## config.mk

```make
export PLATFORM = sky130hd
export DESIGN_NAME = anode_scanner
export DESIGN_NICKNAME = d
export VERILOG_FILES = /design/src/rtl/scan_pkg.sv /design/src/rtl/seg_pwm_gen.sv /design/src/rtl/anode_scanner.sv
export SDC_FILE = /design/constraint.sdc
export NUM_CORES = 1
export LEC_CHECK = 0
export ABC_AREA = 1
export CORE_MARGIN = 3
export CORE_UTILIZATION = 60
export DETAILED_ROUTE_END_ITERATION = 8
export DONT_BUFFER_PORTS = 1
export GPL_TIMING_DRIVEN = 0
export PLACE_DENSITY = 0.76
export SYNTH_ARGS = -nofsm -noshare
export SYNTH_HDL_FRONTEND = slang
export SYNTH_SLANG_ARGS = --single-unit
```

## constraint.sdc

```tcl
create_clock -name clk -period 1.85 [get_ports clk]
set_input_delay 0.185 -clock clk [delete_from_list [all_inputs] [get_ports clk]]
set_output_delay 0.185 -clock clk [all_outputs]
set_load 0.02 [all_outputs]
```

## src/rtl/scan_pkg.sv

```systemverilog
`default_nettype none
// +----------------------------------------------------------------------+
// | Package     : scan_pkg                                               |
// | Description : Shared types and helpers for the anode scan controller |
// | Revision    : 1.0 - initial release                                  |
// +----------------------------------------------------------------------+
package scan_pkg;

    typedef enum logic [1:0] {
        IDLE  = 2'd0,
        BLANK = 2'd1,
        DRIVE = 2'd2
    } state_t;

    localparam int NUM_DIGITS = 4;

    localparam logic [NUM_DIGITS-1:0] ANODE_OFF = 4'b1111;

    // Active-low select for one digit: exactly one bit cleared
    function automatic logic [NUM_DIGITS-1:0] onecold_anode(input logic [1:0] idx);
        return ~(4'b0001 << idx);
    endfunction

endpackage
`default_nettype wire

```

## src/rtl/seg_pwm_gen.sv

```systemverilog
`default_nettype none
// +----------------------------------------------------------------------+
// | Module      : seg_pwm_gen                                            |
// | Description : Free-running PWM counter with level compare; active    |
// |               while the count is below the requested level          |
// | Revision    : 1.0 - initial release                                  |
// +----------------------------------------------------------------------+
module seg_pwm_gen #(
    parameter int PWM_BITS = 4
) (
    input  logic                clk,
    input  logic                rst_n,
    input  logic                i_clear,
    input  logic                i_enable,
    input  logic [PWM_BITS-1:0] i_level,
    output logic                o_active
);

    logic [PWM_BITS-1:0] r_cnt;

    // Counter held at zero while cleared, so the first enabled cycle sees 0
    always_ff @(posedge clk or negedge rst_n) begin
        if (!rst_n) begin
            r_cnt <= '0;
        end else if (i_clear) begin
            r_cnt <= '0;
        end else if (i_enable) begin
            r_cnt <= r_cnt + PWM_BITS'(1);
        end
    end

    // Level 0 never matches; full-scale level leaves one dark count per period
    assign o_active = (r_cnt < i_level);

endmodule
`default_nettype wire

```

## src/rtl/anode_scanner.sv

```systemverilog
`default_nettype none
// +----------------------------------------------------------------------+
// | Module      : anode_scanner                                          |
// | Description : 4-digit seven-segment scan controller. Rotates an      |
// |               active-low one-cold anode with blanking, per-digit     |
// |               mask, PWM brightness and a frame pulse.                |
// | Revision    : 1.0 - initial release                                  |
// +----------------------------------------------------------------------+
module anode_scanner
    import scan_pkg::*;
#(
    parameter int DIGIT_TICKS = 100000,
    parameter int BLANK_TICKS = 1000,
    parameter int PWM_BITS    = 4
) (
    input  logic                  clk,
    input  logic                  rst_n,
    input  logic                  i_en,
    input  logic [NUM_DIGITS-1:0] i_digit_mask,
    input  logic [PWM_BITS-1:0]   i_brightness,
    output logic [NUM_DIGITS-1:0] o_anode,
    output logic [1:0]            o_digit_idx,
    output logic                  o_frame_tick
);

    localparam int                 c_CNT_W      = $clog2(DIGIT_TICKS);
    localparam logic [c_CNT_W-1:0] c_BLANK_LAST = c_CNT_W'(BLANK_TICKS - 1);
    localparam logic [c_CNT_W-1:0] c_SLOT_LAST  = c_CNT_W'(DIGIT_TICKS - 1);
    localparam logic [1:0]         c_LAST_DIGIT = 2'(NUM_DIGITS - 1);

    generate
        if ((BLANK_TICKS < 1) || (BLANK_TICKS >= DIGIT_TICKS)) begin : g_param_check
            $error("anode_scanner: need 1 <= BLANK_TICKS < DIGIT_TICKS");
        end
    endgenerate

    state_t                r_state;
    state_t                w_state_nxt;
    logic [c_CNT_W-1:0]    r_cnt;
    logic [c_CNT_W-1:0]    w_cnt_nxt;
    logic [1:0]            r_idx;
    logic [1:0]            w_idx_nxt;
    logic                  w_load_shadow;
    logic                  w_frame_nxt;
    logic [NUM_DIGITS-1:0] r_mask;
    logic [PWM_BITS-1:0]   r_bright;
    logic                  w_pwm_active;
    logic [NUM_DIGITS-1:0] w_anode_nxt;
    logic [NUM_DIGITS-1:0] r_anode;
    logic [1:0]            r_digit_idx;
    logic                  r_frame;
    logic                  w_blank_last;
    logic                  w_slot_last;

    assign w_blank_last = (r_cnt == c_BLANK_LAST);
    assign w_slot_last  = (r_cnt == c_SLOT_LAST);

    // Scan state, slot-cycle counter and current digit index
    always_ff @(posedge clk or negedge rst_n) begin
        if (!rst_n) begin
            r_state <= IDLE;
            r_cnt   <= '0;
            r_idx   <= 2'd0;
        end else begin
            r_state <= w_state_nxt;
            r_cnt   <= w_cnt_nxt;
            r_idx   <= w_idx_nxt;
        end
    end

    // Next-state logic; dropping enable overrides everything, including slot end
    always_comb begin
        w_state_nxt   = r_state;
        w_cnt_nxt     = r_cnt;
        w_idx_nxt     = r_idx;
        w_load_shadow = 1'b0;
        w_frame_nxt   = 1'b0;
        if (!i_en) begin
            w_state_nxt = IDLE;
            w_cnt_nxt   = '0;
            w_idx_nxt   = 2'd0;
        end else begin
            case (r_state)
                IDLE: begin
                    w_state_nxt   = BLANK;
                    w_cnt_nxt     = '0;
                    w_idx_nxt     = 2'd0;
                    w_load_shadow = 1'b1;
                end
                BLANK: begin
                    w_cnt_nxt = r_cnt + c_CNT_W'(1);
                    if (w_blank_last) begin
                        w_state_nxt = DRIVE;
                    end
                end
                DRIVE: begin
                    if (w_slot_last) begin
                        w_state_nxt   = BLANK;
                        w_cnt_nxt     = '0;
                        w_idx_nxt     = r_idx + 2'd1;
                        w_load_shadow = 1'b1;
                        w_frame_nxt   = (r_idx == c_LAST_DIGIT);
                    end else begin
                        w_cnt_nxt = r_cnt + c_CNT_W'(1);
                    end
                end
                default: begin
                    w_state_nxt = IDLE;
                    w_cnt_nxt   = '0;
                    w_idx_nxt   = 2'd0;
                end
            endcase
        end
    end

    // Mask and brightness are frozen for a whole slot, sampled as it begins
    always_ff @(posedge clk or negedge rst_n) begin
        if (!rst_n) begin
            r_mask   <= '0;
            r_bright <= '0;
        end else if (w_load_shadow) begin
            r_mask   <= i_digit_mask;
            r_bright <= i_brightness;
        end
    end

    seg_pwm_gen #(
        .PWM_BITS (PWM_BITS)
    ) u_pwm (
        .clk      (clk),
        .rst_n    (rst_n),
        .i_clear  (r_state != DRIVE),
        .i_enable (r_state == DRIVE),
        .i_level  (r_bright),
        .o_active (w_pwm_active)
    );

    // Anode is only ever driven during DRIVE, so blanking is guaranteed
    always_comb begin
        w_anode_nxt = ANODE_OFF;
        if (i_en && (r_state == DRIVE) && r_mask[r_idx] && w_pwm_active) begin
            w_anode_nxt = onecold_anode(r_idx);
        end
    end

    // Registered outputs keep the anode glitch-free
    always_ff @(posedge clk or negedge rst_n) begin
        if (!rst_n) begin
            r_anode     <= ANODE_OFF;
            r_digit_idx <= 2'd0;
            r_frame     <= 1'b0;
        end else begin
            r_anode     <= w_anode_nxt;
            r_digit_idx <= i_en ? r_idx : 2'd0;
            r_frame     <= w_frame_nxt;
        end
    end

    assign o_anode      = r_anode;
    assign o_digit_idx  = r_digit_idx;
    assign o_frame_tick = r_frame;

endmodule
`default_nettype wire

```

==> flow_metrics.py <==
metrics = {
    "outcome": {
        "outcome": "finished clean",
    },
    "cts": {
        "numCtsBuffers": 5,
        "cts_setup_buffers": 0,
        "clock_sinks": 40,
        "clock_path_buffers": 2,
        "root_buffer": "clkbuf_8",
        "cts_tree": "yes",
        "htree_num_levels": 2,
        "clock_latency_ns": 0.28,
        "clkTransAtPathRegs_ns": 0.07,
    },
    "sta": {
        "fmax_mhz": 588,
        "fin_setup_tns_ns": 0,
        "tightest_slew_ns": 0.415,
        "relSlewSlack": 0.722,
        "post-route-period-util": 0.919,
        "grt_setup_unrepaired": "false",
        "setup_viol": 0,
        "skew_ns": 0.00519,
        "min_period_ns": 1.70,
        "hold_viol_final": 0,
        "maxSlewViolCount": 0,
    },
    "global_routing": {
        "grt_pass1_vias": 1498,
        "grt_pass1_wl_um": 6840,
        "grt_use_total": 0.204,
        "grt_overflow": 0,
        "grt_max_degree": 41,
        "antenna_found_initial": 0,
    },
    "floorplan": {
        "die_area_sq_um": 4520,
        "dieHeight_um": 67.3,
        "pin_count": 18,
        "core-area_sq_um": 3470,
        "rows": 21,
        "initial_core_util": 0.649,
        "die_x_um": 67.3,
    },
    "synthesis": {
        "yosysSeqAreaShare": 0.447,
        "synth_top_family_by_area": "simple AND/OR/NAND/NOR gates",
        "syn_area_per_cell_sq_um": 8.13,
        "synth_compound_area_frac": 0.0283,
        "synth_nets": 301,
        "ys_async_sr_fraction": 1.00,
        "yosys_warnings": 0,
        "synthSimpleGateAreaFrac": 0.354,
        "synth_cell_types": 26,
        "synth_fa_ha_area_frac": 0.0723,
        "synthMuxAreaShare": 0,
        "synth_cells": 277,
        "synth_edf_count": 0,
        "synth_xor_area_frac": 0.0350,
        "ys_ff_latch": 40,
        "synth_ff_type": "dfrtp_1",
        "synthesis.area_sq_um": 2250,
    },
    "route": {
        "wl_um": 4060,
        "antenna_left": 0,
        "drt_pre_antenna_iters": 4,
        "drtIter0Drc": 109,
        "via_per_inst": 5.01,
        "post_drt_wl_per_cell_um": 12.2,
        "drcViolationCount": 0,
        "num_vias": 1669,
    },
    "finish": {
        "final_core_util": 0.708,
        "antenna_cells": 0,
        "final_cell_mix": "nand2_1, nor2_1, dfrtp_1",
        "post_route_cells_drive_above_1_share": 0.143,
        "layout_commonest_cell": "nand2_1",
        "fillers": 305,
        "nNetsFinal": 310,
        "layout-area-overhead-vs-synth_pct": 9.12,
    },
    "placed_design": {
        "post-dp-hpwl_um": 3000,
        "port_buffers": 0,
        "gp_congestion": 0.906,
    },
    "setup_path": {
        "required_ns": 2.03,
        "start_kind": "flop",
        "slowest_delay_ns": 0.43,
        "crit_buf_inv": 1,
        "critPathSlowestCell": "dfrtp_1",
        "arrival_ns": 1.88,
        "critPathKind": "reg2reg",
        "critPathMaxFanout": 10,
        "path_delay_family": "simple AND/OR/NAND/NOR gates",
        "path_cells": "ha_2, nand3_2, nor2_1, nand3_2, nand2_4, nand2_4, nand2_8, buf_12, nor2_2",
        "worst_setup_path_end_kind": "flop",
    },
    "power": {
        "pwr_density_cell_nw_per_um2": 1010,
        "power_leakage_uw": 0.00117,
        "peakVddDrop_uv": 897,
    },
    "run": {
        "maxCapViolations": 0,
    },
    "hold_path": {
        "hold_class": "in2reg",
    },
}
-- registers in the layout, summed over array words and instances, names as in the netlist --
name,cells
r_bright,4
r_state,2
r_cnt,17
r_idx,2
u_pwm.r_cnt,4
o_frame_tick,1
r_mask,4
o_anode,4
o_digit_idx,2
-- power breakdown --
group / switching (uW) / internal (uW)
Sequential: 90.4 / 1000
Combinational: 466 / 236
Clock: 287 / 400
-- path summary, 6_finish.rpt --
path / start / to / slack [ns] / cells past startpoint
worst max-delay path: r_cnt[0] / r_cnt[4] / 0.15 / 9
worst min-delay path: i_en / o_digit_idx[0] / 0.02 / 2
worst max register to register: r_cnt[0] / r_cnt[4] / 0.15 / 9
worst min register to register: r_bright[1] / r_bright[1] / 0.48 / 2
max in group asynchronous: rst_n / o_anode[1] / 1.25 / 2
min in group asynchronous: rst_n / r_cnt[9] / 0.35 / 2
-- worst register-to-register path, stage by stage (launching register included) --
cell	delay (ns)
dfrtp_1	0.43
ha_2	0.24
nand3_2	0.12
nor2_1	0.17
nand3_2	0.16
nand2_4	0.11
nand2_4	0.09
nand2_8	0.09
buf_12	0.14
nor2_2	0.04
-- cell usage after synthesis (3+ instances only) --
cell type / count / area [sq um]
ha_1: 13 / 163
nand2_1: 72 / 270
inv_1: 31 / 116
dfrtp_1: 36 / 901
nor2_2: 11 / 68.8
o21ai_0: 4 / 20.0
a21oi_1: 3 / 15.0
nor2_1: 41 / 154
dfstp_2: 4 / 105
xor2_1: 7 / 61.3
nand2_2: 6 / 37.5
nand3_1: 28 / 140
-- metrics by stage --
step           std cells  area [sq um]  setup WS [ns]  hold WS [ns]  total power [uW]
2_1_floorplan        277          2250          0.368        -0.111              1620
3_3_place_gp         323          2310          0.162        -0.110              1750
3_5_place_dp         323          2310          0.122        -0.109              1770
4_1_cts              333          2450         0.0960       0.00831              2490
5_1_grt              333          2460         0.0100        0.0279              2660
6_report             333          2460          0.149        0.0215              2480
-- logic make-up after synthesis --
kind of cell,Yosys count
buf+inv,34
flops,40
simple gates,170
xor+xnor,9
fa+ha+maj,13
compound gates,11
-- repair_timing --
item | in CTS | in global routing
endpoints found under the hold margin | 40 | 0
endpoints found under the setup margin | 0 | 8
gates resized for setup | 0 | 3
hold buffers | 2 | 0
-- final cells by class --
cell class	count	area [sq um]	area share
repair buffers	2	30.0	0.0122
clock buffers	6	72.6	0.0295
inverters	33	124	0.0504
clock inverters	2	35.0	0.0143
multi-input cells	203	1110	0.452
well taps	46	57.6	0.0234
plain buffers	1	20.0	0.00815
flip-flops and latches	40	1010	0.410
-- routing by layer --
| layer | vias to the layer above | track usage | wire [um] | part of all wire |
|---|---|---|---|---|
| met5 | - | 0 | 0 | 0 |
| met4 | 0 | 0.0608 | 35 | 0.0086 |
| met3 | 5 | 0.0466 | 128 | 0.032 |
| met2 | 25 | 0.299 | 1750 | 0.43 |
| met1 | 757 | 0.299 | 2140 | 0.53 |
| li1 | 882 | - | - | - |
Note: power is estimated with default switching activity, not from simulation.
